[config.mk]
export PLATFORM = sky130hd
export DESIGN_NAME = multicycle_controller
export DESIGN_NICKNAME = d
export VERILOG_FILES = /design/src/rtl/multicycle_controller.sv
export SDC_FILE = /design/constraint.sdc
export NUM_CORES = 1
export LEC_CHECK = 0
export BUFFER_PORTS_ARGS = -buffer_cell sky130_fd_sc_hd__buf_2
export CORE_MARGIN = 3
export CORE_UTILIZATION = 28
export DETAILED_ROUTE_END_ITERATION = 8
export HOLD_SLACK_MARGIN = 0.05
export PLACE_DENSITY = 0.46
export SLEW_MARGIN = 40
export SYNTH_ARGS = -nofsm -noshare
export SYNTH_HDL_FRONTEND = slang
export SYNTH_SLANG_ARGS = --single-unit
[constraint.sdc]
create_clock -name i_clock -period 2.5 [get_ports i_clock]
set_clock_uncertainty 0.2 [all_clocks]
set_input_delay 0.25 -clock i_clock [delete_from_list [all_inputs] [get_ports i_clock]]
set_output_delay 0.25 -clock i_clock [all_outputs]
set_load 0.03 [all_outputs]
[src/rtl/multicycle_controller.sv]
// Sequencing FSM for the multi-cycle RV32I core: fetch, decode, execute,
// memory, writeback and trap, with bus handshakes and timeout traps.
module multicycle_controller #(
  parameter int TIMEOUT    = 16,
  parameter int WAIT_WIDTH = 8
) (
  input  logic       i_clock,
  input  logic       i_reset,
  input  logic [6:0] i_instOP,
  input  logic       i_isIllegal,
  input  logic       i_isLoad,
  input  logic       i_isALU,
  input  logic       i_isECALL,
  input  logic       i_isEBREAK,
  input  logic       i_branchTaken,
  output logic       o_ibusReq,
  input  logic       i_ibusAck,
  output logic       o_dbusReq,
  output logic       o_dbusWe,
  input  logic       i_dbusAck,
  output logic       o_irWrite,
  output logic       o_pcWrite,
  output logic [1:0] o_pcSel,
  output logic       o_regWrite,
  output logic [1:0] o_wbSel,
  output logic       o_trap,
  output logic [3:0] o_trapCause,
  output logic       o_instRetired,
  output logic [2:0] o_state
);

  typedef enum logic [2:0] {
    FETCH     = 3'd0,
    DECODE    = 3'd1,
    EXECUTE   = 3'd2,
    MEMORY    = 3'd3,
    WRITEBACK = 3'd4,
    TRAP      = 3'd5
  } stateT;

  typedef enum logic [2:0] {
    CLS_ALU    = 3'd0,
    CLS_LOAD   = 3'd1,
    CLS_STORE  = 3'd2,
    CLS_JAL    = 3'd3,
    CLS_JALR   = 3'd4,
    CLS_BRANCH = 3'd5
  } classT;

  localparam logic [WAIT_WIDTH-1:0] LAST_WAIT = WAIT_WIDTH'(TIMEOUT - 32'sd1);
  localparam logic [WAIT_WIDTH-1:0] WAIT_ONE  = WAIT_WIDTH'(32'sd1);

  stateT                 state;
  classT                 instClass;
  classT                 decodedClass;
  logic [3:0]            cause;
  logic [WAIT_WIDTH-1:0] waitCnt;
  logic                  timeoutHit;

  assign timeoutHit = (TIMEOUT != 32'sd0) && (waitCnt == LAST_WAIT);

  // Instruction class from decoder flags and opcode; LUI/AUIPC behave like ALU ops.
  always_comb begin
    decodedClass = CLS_ALU;
    if (i_isLoad) begin
      decodedClass = CLS_LOAD;
    end else if (i_isALU) begin
      decodedClass = CLS_ALU;
    end else begin
      case (i_instOP)
        7'b0100011: decodedClass = CLS_STORE;
        7'b1101111: decodedClass = CLS_JAL;
        7'b1100111: decodedClass = CLS_JALR;
        7'b1100011: decodedClass = CLS_BRANCH;
        default:    decodedClass = CLS_ALU;
      endcase
    end
  end

  // State register, wait counter and latched class/cause.
  always_ff @(posedge i_clock) begin
    if (!i_reset) begin
      state     <= FETCH;
      waitCnt   <= '0;
      instClass <= CLS_ALU;
      cause     <= 4'd0;
    end else begin
      case (state)
        FETCH: begin
          if (i_ibusAck) begin
            state   <= DECODE;
            waitCnt <= '0;
          end else if (timeoutHit) begin
            state   <= TRAP;
            cause   <= 4'd1;
            waitCnt <= '0;
          end else begin
            waitCnt <= waitCnt + WAIT_ONE;
          end
        end
        DECODE: begin
          waitCnt <= '0;
          if (i_isIllegal) begin
            state <= TRAP;
            cause <= 4'd2;
          end else if (i_isEBREAK) begin
            state <= TRAP;
            cause <= 4'd3;
          end else if (i_isECALL) begin
            state <= TRAP;
            cause <= 4'd11;
          end else begin
            instClass <= decodedClass;
            state     <= EXECUTE;
          end
        end
        EXECUTE: begin
          waitCnt <= '0;
          if (instClass == CLS_LOAD || instClass == CLS_STORE) begin
            state <= MEMORY;
          end else if (instClass == CLS_BRANCH) begin
            state <= FETCH;
          end else begin
            state <= WRITEBACK;
          end
        end
        MEMORY: begin
          // Ack takes priority over a timeout landing in the same cycle.
          if (i_dbusAck) begin
            state   <= (instClass == CLS_LOAD) ? WRITEBACK : FETCH;
            waitCnt <= '0;
          end else if (timeoutHit) begin
            state   <= TRAP;
            cause   <= (instClass == CLS_LOAD) ? 4'd5 : 4'd7;
            waitCnt <= '0;
          end else begin
            waitCnt <= waitCnt + WAIT_ONE;
          end
        end
        WRITEBACK: begin
          state   <= FETCH;
          waitCnt <= '0;
        end
        TRAP: begin
          state   <= FETCH;
          waitCnt <= '0;
        end
        default: begin
          state   <= FETCH;
          waitCnt <= '0;
        end
      endcase
    end
  end

  // Moore output decode; everything is forced low while reset is held.
  always_comb begin
    o_ibusReq     = 1'b0;
    o_dbusReq     = 1'b0;
    o_dbusWe      = 1'b0;
    o_irWrite     = 1'b0;
    o_pcWrite     = 1'b0;
    o_pcSel       = 2'd0;
    o_regWrite    = 1'b0;
    o_wbSel       = 2'd0;
    o_trap        = 1'b0;
    o_trapCause   = 4'd0;
    o_instRetired = 1'b0;
    o_state       = 3'd0;
    if (!i_reset) begin
      o_state = 3'd0;
    end else begin
      o_state = state;
      case (state)
        FETCH: begin
          o_ibusReq = 1'b1;
          o_irWrite = i_ibusAck;
        end
        EXECUTE: begin
          if (instClass == CLS_BRANCH) begin
            o_pcWrite     = 1'b1;
            o_pcSel       = i_branchTaken ? 2'd1 : 2'd0;
            o_instRetired = 1'b1;
          end else begin
            o_pcWrite = 1'b0;
          end
        end
        MEMORY: begin
          o_dbusReq = 1'b1;
          o_dbusWe  = (instClass == CLS_STORE);
          if (instClass == CLS_STORE) begin
            o_pcWrite     = i_dbusAck;
            o_instRetired = i_dbusAck;
          end else begin
            o_pcWrite = 1'b0;
          end
        end
        WRITEBACK: begin
          o_regWrite    = 1'b1;
          o_pcWrite     = 1'b1;
          o_instRetired = 1'b1;
          case (instClass)
            CLS_LOAD: o_wbSel = 2'd1;
            CLS_JAL:  begin o_wbSel = 2'd2; o_pcSel = 2'd1; end
            CLS_JALR: begin o_wbSel = 2'd2; o_pcSel = 2'd2; end
            default:  o_wbSel = 2'd0;
          endcase
        end
        TRAP: begin
          o_trap      = 1'b1;
          o_trapCause = cause;
          o_pcWrite   = 1'b1;
          o_pcSel     = 2'd3;
        end
        default: begin
          o_ibusReq = 1'b0;
        end
      endcase
    end
  end

endmodule

==> results of run 1 <==
## routing by layer
layer | share of wire | wire length, µm | track usage | vias up
met5 | 0 | 0 | 0 | -
met4 | 0.017 | 53 | 0.0522 | 0
met3 | 0.058 | 178 | 0.0199 | 5
met2 | 0.41 | 1250 | 0.188 | 38
met1 | 0.52 | 1610 | 0.183 | 506
li1 | - | - | - | 602
## sequential cells by signal (all words and copies together), names as in the netlist
| register | flops |
|---|---|
| waitCnt | 8 |
| instClass | 3 |
| cause | 4 |
| state | 3 |
## layout make-up
| cell class | instances | area share |
|---|---|---|
| multi-input combinational | 122 | 0.525 |
| sequential | 18 | 0.250 |
| timing repair buffer | 36 | 0.127 |
| tap | 48 | 0.0417 |
| clock buffer | 4 | 0.0382 |
| inverter | 7 | 0.0182 |
## power by group
group | switching [mW] | internal [mW] | leakage (nW) | total, mW
Clock | 0.105 | 0.140 | 0.0288 | 0.245
Sequential | 0.0163 | 0.295 | 0.146 | 0.312
Combinational | 0.0676 | 0.0465 | 0.495 | 0.114
Total | 0.189 | 0.482 | 0.669 | 0.671
## cells in the final DEF, fill, tap and decap left out, types with 4 or more instances in the layout
cell,count
a21oi_1,4
and2_1,9
and3_1,5
buf_2,35
clkbuf_8,4
dfxtp_1,18
ha_1,4
inv_1,7
nand2_1,18
nand2b_1,4
nand3_1,4
nor2_1,18
nor2b_1,5
nor3_1,9
o21ai_0,6
xnor2_1,4
xor2_1,4
## how the worst max path moves through the flow
stage,startpoint,to,slack [ns],depth (start not counted)
global route,state[1]$_SDFF_PN0_,o_pcSel[0],0.004,7
CTS,state[1]$_SDFF_PN0_,o_pcSel[0],0.19,7
floorplan,state[0]$_SDFF_PN0_,o_dbusWe,0.26,4
detailed placement,state[1]$_SDFF_PN0_,o_pcSel[0],0.50,7
finish,state[1]$_SDFF_PN0_,o_pcSel[0],0.18,7
global placement,state[2]$_SDFF_PN0_,o_pcSel[0],0.53,6
## stage by stage
step | instances | setup WS [ns] | hold WS [ns] | util | area [µm²]
5_1_grt | 235 | 0.00436 | 0.0869 | 0.376 | 1440
4_1_cts | 235 | 0.194 | 0.0667 | 0.376 | 1440
6_report | 235 | 0.178 | 0.0662 | 0.376 | 1440
3_5_place_dp | 231 | 0.501 | 0.250 | 0.362 | 1390
2_1_floorplan | 153 | 0.263 | 0.199 | - | 1170
3_3_place_gp | 231 | 0.531 | 0.229 | 0.362 | 1390
## kinds of logic (layout without fill, tap and decap cells)
group / Yosys count / count (layout) / share of synthesized area
flip-flops: 18 / 18 / 0.309
XOR/XNOR: 8 / 8 / 0.0600
buffers and inverters: 13 / 47 / 0.0439
AO/OA/AOI/OAI: 27 / 27 / 0.167
AND/OR/NAND/NOR: 80 / 80 / 0.352
adder cells (fa/ha/maj): 4 / 4 / 0.0429
multiplexers: 3 / 3 / 0.0257
## critical path, delay by kind of cell (launching register included)
| family | cells | cell delay [ns] |
|---|---|---|
| simple gates | 2 | 0.25 |
| flops | 1 | 0.40 |
| compound gates | 2 | 0.32 |
| buf+inv | 2 | 0.44 |
| fa+ha+maj | 1 | 0.20 |
==> impl_metrics.tcl, run 1 <==
set metrics [dict create \
    area_growth_pct 23.4 \
    drt-pass1-iter-count 4 \
    cts-hold-fix-buffers 0 \
    mappedNetlistArea_mm2 0.00117 \
    vias 1151 \
    crit_type "reg -> out" \
    cp.arrival_ns 1.87 \
    synthDominantCellAreaShare 0.309 \
    max_slew.worst_pin.slew_ns 0.451 \
    proportion_of_layout_cells_with_a_drive_suffix_above_1 0.235 \
    regArea_um2 360 \
    timing.max_cap.violations 0 \
    startpoint_type "register" \
    worst-endpoint-required_ns 2.05 \
    post_detailed_route_count_of_antenna_violating_nets 0 \
    synth-main-ff-cell "dfxtp_1" \
    pwr_density_cell_mw_per_mm2 466 \
    initialDrtViolationCount 42 \
    cts_resized 0 \
    fp-row-count 22 \
    synthCells 153 \
    count_of_nets_after_finishing 209 \
    die_height_um 70.6 \
    avgViaCountPerCell 4.90 \
    grt_setup_unrepaired "no" \
    yosysUniqueCellTypes 36 \
    grt_overflow 0 \
    number_of_levels_in_the_clock_h_tree 1 \
    io_buffers 35 \
    yosysWarnings 0 \
    total_power_mw 0.671 \
    post-route-drc-count 0 \
    tritoncts "built" \
    wl_um 3090 \
    worst_hold_path.num_cells 3 \
    setup_viol 0 \
    ys_top_cells_by_count "dfxtp_1 (18), nand2_1 (18), nor2_1 (18)" \
    max_stage_delay_ns 0.40 \
    footprint_of_the_multi_input_gates_um2 756 \
    hold_class "in -> reg" \
    syn_area_per_cell_um2 7.63 \
    grt_pass1_vias 1086 \
    cts_setup_buffers 0 \
    die_width_um 70.6 \
    maximum_number_of_pins_on_one_net_before_global_route_repair 18 \
    clk_pin_slew_ns 0.07 \
    reg2reg_depth 4 \
    timing.critical_path.to_type "primary output" \
    crit_path_max_fanout 10 \
    detail_route.wl_per_cell_um 13.2 \
    floorplan.core_area_mm2 0.00383 \
    max_clock_freq_mhz 431 \
    synth.area.top_cells "dfxtp_1 (31%), nand2_1 (5.8%), nor2_1 (5.8%)" \
    min-delay-start "i_isLoad" \
    synthDominantAreaCellType "dfxtp_1" \
    postSynthNetCount 174 \
    floorplan.initialDensity 0.305 \
    cts-root-to-sink-buffers 2 \
    tns_ns 0 \
    status "finished, final reports clean" \
    globalplace.congestion 0.749 \
    grt.total_usage 0.127 \
    number_of_synthesized_flops_with_an_enable_pin 0 \
    root_buffer "clkbuf_8" \
    rr_endpoint "cause[1]$_SDFFE_PN0P_" \
    critical_path.slowest_cell "dfxtp_1" \
    whs_endpoint "instClass[0]$_SDFFE_PN0P_" \
    worst_r2r_startpoint "state[0]$_SDFF_PN0_" \
    r2r_setup_slack_ns 0.50 \
    insertion_delay_ns 0.26 \
    postSynth.asyncResetShare 0 \
    insertedDiodeCount 0 \
    layout_worst_path_cycle_share 0.929 \
    grt_pass1_wl_um 5130 \
    timing.final.hold_violations 0 \
    maxSlewHeadroom 0.699 \
    leakagePower_nw 0.669 \
    total_of_flip_flops_plus_latches_after_synthesis 18 \
    grt_antenna_before_repair 0 \
    fillers 404 \
    power.ir.vdd_worst_mv 0.162 \
    seq_area_frac_synth 0.309 \
    final_max_slew_viol_count 0 \
    worstPathCellList "inv_1, ha_1, nand2_1, nor3_1, o21ai_0, a21boi_0, buf_2" \
    clock-sinks 18 \
    ioPinCount 36 \
    floorplan.die_area_mm2 0.00498 \
    cts_made_buffers 3 \
    final_period_minus_worst_setup_slack_ns 2.32 \
    detailed_place_hpwl_um 2390 \
]
No activity file was read; power rests on OpenSTA's default activity.
==> run 2: changes to the inputs <==
==> constraint.sdc (replaced) <==
create_clock -name i_clock -period 2.5 [get_ports i_clock]
set_clock_uncertainty 0.2 [all_clocks]
set_input_delay 0.25 -clock i_clock [delete_from_list [all_inputs] [get_ports i_clock]]
set_output_delay 0.25 -clock i_clock [all_outputs]
set_load 0.05 [all_outputs]
==> impl_metrics.tcl, run 2 (synthesized netlist as in run 1, its figures left out) <==
set metrics [dict create \
    min-delay-start "i_isLoad" \
    final_period_minus_worst_setup_slack_ns 2.26 \
    grt_antenna_before_repair 0 \
    max_clock_freq_mhz 443 \
    number_of_levels_in_the_clock_h_tree 1 \
    grt_overflow 0 \
    tritoncts "built" \
    reg2reg_depth 4 \
    grt_setup_unrepaired "no" \
    rr_endpoint "cause[1]$_SDFFE_PN0P_" \
    post_detailed_route_count_of_antenna_violating_nets 0 \
    wl_um 3030 \
    largest_registers "waitCnt x8, cause x4" \
    clock-sinks 18 \
    tns_ns 0 \
    crit_path_max_fanout 15 \
    count_of_nets_after_finishing 209 \
    setup_viol 0 \
    die_width_um 70.6 \
    die_height_um 70.6 \
    grt_pass1_vias 1113 \
    maximum_number_of_pins_on_one_net_before_global_route_repair 18 \
    avgViaCountPerCell 5.08 \
    crit_type "reg -> out" \
    cp.arrival_ns 1.81 \
    proportion_of_layout_cells_with_a_drive_suffix_above_1 0.257 \
    whs_endpoint "instClass[0]$_SDFFE_PN0P_" \
    maxSlewHeadroom 0.717 \
    vias 1194 \
    cts-root-to-sink-buffers 2 \
    clk_pin_slew_ns 0.07 \
    ioPinCount 36 \
    io_buffers 35 \
    globalplace.congestion 0.809 \
    floorplan.initialDensity 0.305 \
    layout.cells.most_common_list "buf_2 (34), nand2_1 (18), nor2_1 (18)" \
    timing.final.hold_violations 0 \
    floorplan.core_area_mm2 0.00383 \
    worst-endpoint-required_ns 2.05 \
    floorplan.die_area_mm2 0.00498 \
    worst_r2r_startpoint "state[0]$_SDFF_PN0_" \
    largest_register_ff_count 8 \
    root_buffer "clkbuf_8" \
    insertedDiodeCount 0 \
    detail_route.wl_per_cell_um 12.9 \
    grt.total_usage 0.128 \
    pwr_density_cell_mw_per_mm2 469 \
    power.ir.vdd_worst_mv 0.149 \
    timing.critical_path.to_type "primary output" \
    startpoint_type "register" \
    leakagePower_nw 0.670 \
    grt_pass1_wl_um 5180 \
    cts_made_buffers 3 \
    insertion_delay_ns 0.26 \
    timing.max_cap.violations 0 \
    max_slew.worst_pin.slew_ns 0.424 \
    worst_hold_path.num_cells 3 \
    hold_class "in -> reg" \
    layout_worst_path_cycle_share 0.903 \
    post-route-drc-count 0 \
    largest_register "waitCnt" \
    layout_commonest_cell "buf_2" \
    detailed_place_hpwl_um 2330 \
    initialDrtViolationCount 53 \
    cts-hold-fix-buffers 0 \
    status "finished, final reports clean" \
    area_growth_pct 24.5 \
    drt-pass1-iter-count 4 \
    r2r_setup_slack_ns 0.49 \
    fp-row-count 22 \
    fin_worst_hold_slack_ns 0.0875 \
    final_max_slew_viol_count 0 \
]
[run 2: layer usage]
layer,part of all wire,GRT usage,up-vias
li1,-,-,598
met1,0.49,0.180,546
met2,0.42,0.188,42
met3,0.061,0.0227,8
met4,0.024,0.0626,0
met5,0,0,-
[run 2: layout make-up]
type	count	area (µm²)
timing repair buffer	36	185
inverter	7	26.3
clock buffer	4	55.1
fill	418	2370
sequential	18	362
multi-input combinational	122	766
tap	48	60.1
[run 2: timing repair]
action / 4_1_cts / 5_1_grt
endpoints found under the setup margin: 0 / 1
setup buffers: 0 / 0
resized for setup: 0 / 3
[run 2: worst max-delay path by stage]
stage	start	slack (ns)	depth (start not counted)	endpoint
finish	state[0]$_SDFF_PN0_	0.24	4	o_trapCause[3]
global route	state[1]$_SDFF_PN0_	0.04	7	o_pcSel[0]
CTS	state[1]$_SDFF_PN0_	0.16	7	o_pcSel[0]
global placement	state[1]$_SDFF_PN0_	0.51	7	o_pcSel[0]
detailed placement	state[1]$_SDFF_PN0_	0.46	7	o_pcSel[0]
floorplan	state[0]$_SDFF_PN0_	0.01	4	o_trapCause[0]
[run 2: per-stage QoR]
stage | util | power [mW] | cell area, µm² | cells | setup WS (ns)
6_report | 0.380 | 0.682 | 1450 | 235 | 0.243
5_1_grt | 0.380 | 0.714 | 1450 | 235 | 0.0369
4_1_cts | 0.379 | 0.689 | 1450 | 235 | 0.164
3_5_place_dp | 0.365 | 0.442 | 1400 | 231 | 0.457
3_3_place_gp | 0.365 | 0.440 | 1400 | 231 | 0.507
2_1_floorplan | - | 0.402 | 1180 | 153 | 0.0131
[run 2: power by group]
part / switching (mW) / internal (mW) / leakage [nW]
clock: 0.106 / 0.140 / 0.0288
combinational: 0.0781 / 0.0466 / 0.495
sequential: 0.0156 / 0.296 / 0.146
total: 0.200 / 0.483 / 0.670
[run 2: worst max-delay path: stages (launching register included)]
cell	delay, ns
dfxtp_1	0.58
nand2_1	0.18
nor2_1	0.33
and2_1	0.19
buf_2	0.26
